<file path="config.mk">
export PLATFORM = sky130hd
export DESIGN_NAME = dcache_ctrl_flat
export DESIGN_NICKNAME = d
export VERILOG_FILES = /design/src/rtl/dcache_ctrl_if.sv /design/src/rtl/dcache_ctrl.sv /design/src/flat_wrapper.sv
export SDC_FILE = /design/constraint.sdc
export NUM_CORES = 1
export LEC_CHECK = 0
export ABC_AREA = 1
export BUFFER_PORTS_ARGS = -buffer_cell sky130_fd_sc_hd__buf_4
export CORE_MARGIN = 5
export CORE_UTILIZATION = 55
export CTS_CLUSTER_DIAMETER = 200
export DETAILED_ROUTE_END_ITERATION = 16
export PLACE_DENSITY = 0.73
export SETUP_SLACK_MARGIN = 0.15
export SYNTH_ARGS = -nofsm -noshare
export SYNTH_HDL_FRONTEND = slang
export SYNTH_SLANG_ARGS = --single-unit
export TNS_END_PERCENT = 20
</file>
<file path="constraint.sdc">
create_clock -name clk -period 3.8 [get_ports clk]
set_input_delay 0 -clock clk [delete_from_list [all_inputs] [get_ports clk]]
set_output_delay 0 -clock clk [all_outputs]
set_load 0.1 [all_outputs]
</file>
<file path="src/rtl/dcache_ctrl_if.sv">
// Memory-side valid/ready bus between the data cache controller and main memory.
// master = cache side, slave = memory side.
interface dcache_ctrl_if;
    logic        mem_req;
    logic        mem_we;
    logic [31:0] mem_addr;
    logic [31:0] mem_wdata;
    logic        mem_ready;
    logic [31:0] mem_rdata;

    modport master (
        output mem_req, mem_we, mem_addr, mem_wdata,
        input  mem_ready, mem_rdata
    );

    modport slave (
        input  mem_req, mem_we, mem_addr, mem_wdata,
        output mem_ready, mem_rdata
    );
endinterface

</file>
<file path="src/rtl/dcache_ctrl.sv">
// Direct-mapped, write-through, no-write-allocate data cache for the M stage.
// Optional hit/miss counters are enabled with the DCACHE_STATS_EN macro.
module dcache_ctrl #(
    parameter int SETS  = 8,
    parameter int IDX_W = $clog2(SETS)
) (
    input  logic          clk,
    input  logic          rst,
    input  logic [31:0]   AddrM,
    input  logic [31:0]   WriteDataM,
    input  logic          MemReadM,
    input  logic          MemWriteM,
    output logic [31:0]   ReadDataM,
    output logic          StallMemReq,
    dcache_ctrl_if.master mem
`ifdef DCACHE_STATS_EN
    ,
    output logic [31:0]   hit_count,
    output logic [31:0]   miss_count
`endif
);
    localparam int TAG_W = 30 - IDX_W;

    typedef enum logic [1:0] {IDLE, FILL, WRITE, WDONE} state_t;

    state_t           state_reg;
    state_t           state_next;
    logic             mem_req_reg;
    logic             mem_we_reg;
    logic [31:0]      mem_addr_reg;
    logic [31:0]      mem_wdata_reg;

    logic             valid_reg [SETS];
    logic [TAG_W-1:0] tag_mem   [SETS];
    logic [31:0]      data_mem  [SETS];

    logic [IDX_W-1:0] idx;
    logic [IDX_W-1:0] req_idx;
    logic [TAG_W-1:0] tag;
    logic [TAG_W-1:0] req_tag;
    logic             hit;
    logic             req_hit;
    logic             is_load;
    logic             is_store;
    logic             xfer_done;
    logic             fill_we;
    logic             store_we;
    logic             start_req;
    logic [31:0]      read_data;
    logic             stall;
    logic             unused_addr_bits;

    assign idx      = AddrM[IDX_W+1:2];
    assign tag      = AddrM[31:IDX_W+2];
    assign req_idx  = mem_addr_reg[IDX_W+1:2];
    assign req_tag  = mem_addr_reg[31:IDX_W+2];
    assign hit      = valid_reg[idx] && (tag_mem[idx] == tag);
    assign req_hit  = valid_reg[req_idx] && (tag_mem[req_idx] == req_tag);
    assign is_store = MemWriteM;
    assign is_load  = MemReadM && !MemWriteM;

    assign unused_addr_bits = ^AddrM[1:0];

    // A response only counts while a request is outstanding.
    assign xfer_done = mem_req_reg && mem.mem_ready;
    assign fill_we   = (state_reg == FILL) && xfer_done;
    assign store_we  = (state_reg == WRITE) && xfer_done && req_hit;
    assign start_req = (state_reg == IDLE) && (state_next != IDLE);

    always_ff @(posedge clk) begin
        if (rst) begin
            state_reg <= IDLE;
        end else begin
            state_reg <= state_next;
        end
    end

    always_comb begin
        state_next = state_reg;
        stall      = 1'b0;
        read_data  = 32'h0;
        case (state_reg)
            IDLE: begin
                if (is_store) begin
                    stall      = 1'b1;
                    state_next = WRITE;
                end else if (is_load) begin
                    if (hit) begin
                        read_data = data_mem[idx];
                    end else begin
                        stall      = 1'b1;
                        state_next = FILL;
                    end
                end
            end
            FILL: begin
                stall = 1'b1;
                if (xfer_done) state_next = IDLE;
            end
            WRITE: begin
                stall = 1'b1;
                if (xfer_done) state_next = WDONE;
            end
            WDONE: begin
                state_next = IDLE;
            end
            default: begin
                state_next = IDLE;
            end
        endcase
    end

    // Request fields are captured once on leaving IDLE and held until accepted.
    always_ff @(posedge clk) begin
        if (rst) begin
            mem_req_reg   <= 1'b0;
            mem_we_reg    <= 1'b0;
            mem_addr_reg  <= 32'h0;
            mem_wdata_reg <= 32'h0;
        end else if (start_req) begin
            mem_req_reg  <= 1'b1;
            mem_we_reg   <= is_store;
            mem_addr_reg <= {AddrM[31:2], 2'b00};
            if (is_store) mem_wdata_reg <= WriteDataM;
        end else if (xfer_done) begin
            mem_req_reg <= 1'b0;
            mem_we_reg  <= 1'b0;
        end
    end

    genvar gi;
    generate
        for (gi = 0; gi < SETS; gi++) begin : g_line
            always_ff @(posedge clk) begin
                if (rst) begin
                    valid_reg[gi] <= 1'b0;
                end else if (fill_we && (req_idx == IDX_W'(gi))) begin
                    valid_reg[gi] <= 1'b1;
                end
            end
        end
    endgenerate

    // Tag/data arrays carry no reset; valid bits gate every use.
    always_ff @(posedge clk) begin
        if (fill_we) begin
            tag_mem[req_idx]  <= req_tag;
            data_mem[req_idx] <= mem.mem_rdata;
        end else if (store_we) begin
            data_mem[req_idx] <= mem_wdata_reg;
        end
    end

    assign ReadDataM     = read_data;
    assign StallMemReq   = stall;
    assign mem.mem_req   = mem_req_reg;
    assign mem.mem_we    = mem_we_reg;
    assign mem.mem_addr  = mem_addr_reg;
    assign mem.mem_wdata = mem_wdata_reg;

`ifdef DCACHE_STATS_EN
    state_t      prev_state_reg;
    logic [31:0] hit_count_reg;
    logic [31:0] miss_count_reg;

    // The replay of a just-filled load is not a new hit.
    always_ff @(posedge clk) begin
        if (rst) begin
            prev_state_reg <= IDLE;
            hit_count_reg  <= 32'h0;
            miss_count_reg <= 32'h0;
        end else begin
            prev_state_reg <= state_reg;
            if ((state_reg == IDLE) && (state_next == FILL)) begin
                miss_count_reg <= miss_count_reg + 32'd1;
            end
            if ((state_reg == IDLE) && is_load && hit && (prev_state_reg != FILL)) begin
                hit_count_reg <= hit_count_reg + 32'd1;
            end
        end
    end

    assign hit_count  = hit_count_reg;
    assign miss_count = miss_count_reg;
`endif
endmodule
</file>
<file path="src/flat_wrapper.sv">
// flat-port wrapper written by rule: the top's interface ports become plain ports
module dcache_ctrl_flat 
#(
    parameter int SETS  = 8,
    parameter int IDX_W = $clog2(SETS)
)
  (clk, rst, AddrM, WriteDataM, MemReadM, MemWriteM, ReadDataM, StallMemReq, mem_mem_req, mem_mem_we, mem_mem_addr, mem_mem_wdata, mem_mem_ready, mem_mem_rdata);
  dcache_ctrl_if mem_i ();
  input  logic clk;
  input  logic rst;
  input  logic [31:0] AddrM;
  input  logic [31:0] WriteDataM;
  input  logic MemReadM;
  input  logic MemWriteM;
  output logic [31:0] ReadDataM;
  output logic StallMemReq;
  output wire logic [$bits(mem_i.mem_req)-1:0] mem_mem_req;
  output wire logic [$bits(mem_i.mem_we)-1:0] mem_mem_we;
  output wire logic [$bits(mem_i.mem_addr)-1:0] mem_mem_addr;
  output wire logic [$bits(mem_i.mem_wdata)-1:0] mem_mem_wdata;
  input wire logic [$bits(mem_i.mem_ready)-1:0] mem_mem_ready;
  input wire logic [$bits(mem_i.mem_rdata)-1:0] mem_mem_rdata;
  assign mem_mem_req = mem_i.mem_req;
  assign mem_mem_we = mem_i.mem_we;
  assign mem_mem_addr = mem_i.mem_addr;
  assign mem_mem_wdata = mem_i.mem_wdata;
  assign mem_i.mem_ready = mem_mem_ready;
  assign mem_i.mem_rdata = mem_mem_rdata;
  dcache_ctrl #(.SETS(SETS), .IDX_W(IDX_W)) u_core (.clk(clk), .rst(rst), .AddrM(AddrM), .WriteDataM(WriteDataM), .MemReadM(MemReadM), .MemWriteM(MemWriteM), .ReadDataM(ReadDataM), .StallMemReq(StallMemReq), .mem(mem_i));
endmodule
</file>
==> summary.md <==
| Metric | Value |
|---|---|
| Post-synth EDFFs | 479 |
| Max incr delay on CP | 0.39 ns |
| Global-route wire length before repair | between 100000 and 150000 um |
| Post-Route WL | 74550 um |
| Worst skew pair latency | ~0.65 ns |
| Largest register FFs | 256 |
| Io pins | 200 |
| Global Route Usage Sum | 28.42% |
| Port Buffers | approximately 200 |
| CP endpoint kind | flop |
| CP Max Fanout | 68 |
| Worst Tran Pin Value | 1.191 ns |
| Hold Slack | 0.1531 ns |
| Via density | 5.843 |
| Worst path cell trace | buf_12 > a21oi_1 > o21ai_0 > o21ai_0 > o21ai_0 > xor2_1 > nand2_1 > nor3_1 > nand3_1 > nor2_4 > nor2_1 > buf_4 > nor2_4 > buf_12 |
| Post-Place Setup Slack | approximately 0.32 ns |
| RSZ-0062 raised after global routing | true |
| Leakage | 0.01211 uW |
| Die height | 225.4 um |
| H-Tree Level Count | 2 |
| DRC Markers | 0 |
| Peak VDD IR | between 0.4 and 0.5 mV |
| Initial Utilization | 55.19% |
| Final TNS setup | 0 ns |
| Final Hold Vio Count | 0 |
| Gr ovfl total | 0 |
| Crit share post-route | between 90 and 100% |
| Post-Syn Instances | 2717 |
| Crit path DAT | about 3.9 ns |
| Min Clock Period, post-route | between 3 and 4 ns |
| Final setup viols | 0 |
| CTS buffer count | 55 |
| Most frequent cells in the layout | nand2_1, edfxtp_1, o21ai_0 |
| Power Dens Cells | approximately 480 mW/mm^2 |
| Relative slew margins | 20.60% |
| Power Total | 14510 uW |
| Die area | between 0.05 and 0.06 sq mm |
| Placed cell count | approximately 3400 |
| Site Rows | 79 |
| TritonCTS clock tree | built |
| Synth async-reset ratio | 0% |
| Worst hold path type | in -> reg |
| Area growth syn-to-layout | 19.05% |
| Vias | 21018 |
| Worst setup SP type | flop |
| Pin count of the biggest net entering global routing | around 110 |
| Clock Tree Root | clkbuf_16 |
| Worst Setup Path Type | reg -> reg |
| Core box area | 0.04626 sq mm |
| Initial DRC count | around 2600 |
| Max Cap Viol | 0 |
| Outcome | complete, no violations |
| Ys Warns | 0 |
| Clock transition at the registers of the reported paths | ~0.060 ns |
| Commonest non-fill, non-tap cell in the layout | nand2_1 |
| Initial antenna violation count | 1 |
| Clk_skew | 0.06922 ns |
| WL/cell | 20.73 um |
| Slowest-stage cell, CP | xor2_1 |
| Mapped Area | around 0.026 sq mm |
| Syn_area_per_cell | 9.396 sq um |
| Ratio of cells with drive above 1 in the final layout | 11.81% |
| Fin. max-slew vios | 0 |
| Gpl congestion | a little under 1 |
| Crit-path most repeated cell | o21ai_0 |
| Clock sink count | 549 |
| Remaining antenna violation count after routing | 0 |
| Max clock buf depth | 3 |
| Synth Register Bits | between 500 and 600 |
| Worst Setup Slack, final | roughly 0.24 ns |
| Critical Path RT | 4.12 ns |
| DP HPWL | 42300 um |
| Die W | 225.4 um |
| FMAX | 280.7 MHz |
| Vias in the first global route | 20369 |
| Netlist cell types | 38 |
| Top_reg_cell synth | edfxtp_1 |
| Ant diodes | 0 |
| Layout Cells excl Fill | 3597 |
| Final #Nets | 3050 |
| Pre-antenna DRT Iters | 7 |
| Sequential-to-total area share from yosys stat | 61.83% |
-- cells by family after synthesis --
kind of cell / after synthesis / synth area share, %
simple gates: 1137 / 18.09
compound gates: 578 / 12.11
flops: 549 / 61.83
buf+inv: 438 / 7.401
xor+xnor: 9 / 0.3088
fa+ha+maj: 5 / 0.2451
other cells: 1 / 0.01469
-- what timing repair did --
item | in CTS | in global routing
endpoints found under the setup margin | 0 | 290
resized for setup | 0 | 3
hold buffers | 97 | 0
hold endpoints to repair | 327 | 0
buffers inserted | 0 | 0
-- critical path, delay by kind of cell, from the launching register on --
kind / cells / cell delay, ns
simple gates: 6 / 1.10
xor+xnor: 1 / 0.39
flops: 1 / 0.37
buf+inv: 3 / 0.83
compound gates: 4 / 0.48
-- path summary, 6_finish.rpt --
path | cells past startpoint | from | endpoint | slack [ns]
setup / recovery | 14 | flop | u_core.data_mem[2][9] | 0.24
hold / removal | 5 | AddrM[4] | flop | 0.15
hold reg to reg | 2 | u_core.mem.mem_wdata[2] | u_core.mem.mem_wdata[2] | 0.47
setup reg to reg | 14 | flop | u_core.data_mem[2][9] | 0.24
-- power by group --
part / internal (uW) / switching (uW)
logic: 640 / 1640
clock network: 3060 / 2310
registers: 6690 / 171
total: 10400 / 4120
-- through the flow --
step,cell area (sq um),utilization [%]
finish,30390,65.70
floorplan,25530,-
global route,30390,65.70
global placement,27620,59.70
CTS,30380,65.68
detailed placement,27620,59.70
-- metal layers --
layer	track usage [%]	vias to the layer above	routed length, um
met5	0	-	7
met2	46.89	1187	35750
li1	-	9657	-
met3	5.236	218	7571
met4	10.76	2	2659
met1	37.86	9954	28570
-- cell usage after synthesis (all sizes together) (8+ instances only) --
master	instances	area share, %
nor2	367	5.4
nor3	8	0.16
nand2	530	7.9
a21oi	142	2.8
nand3	217	4.3
buf	83	2.2
o211ai	15	0.44
dfxtp	70	5.5
inv	264	3.9
nand4	9	0.22
o21ai	372	7.3
o221ai	33	1.1
edfxtp	479	56
clkbuf	89	1.3
-- cell type report --
type	instances	area, sq um
fillers	3417	15870
well taps	607	759.5
clock inverters	27	291.5
multi-input cells	1731	7983
repair buffers	341	3057
inverters	266	1006
flip-flops and latches	549	15790
clock buffers	76	1505
(Power assumes the default switching activity.)
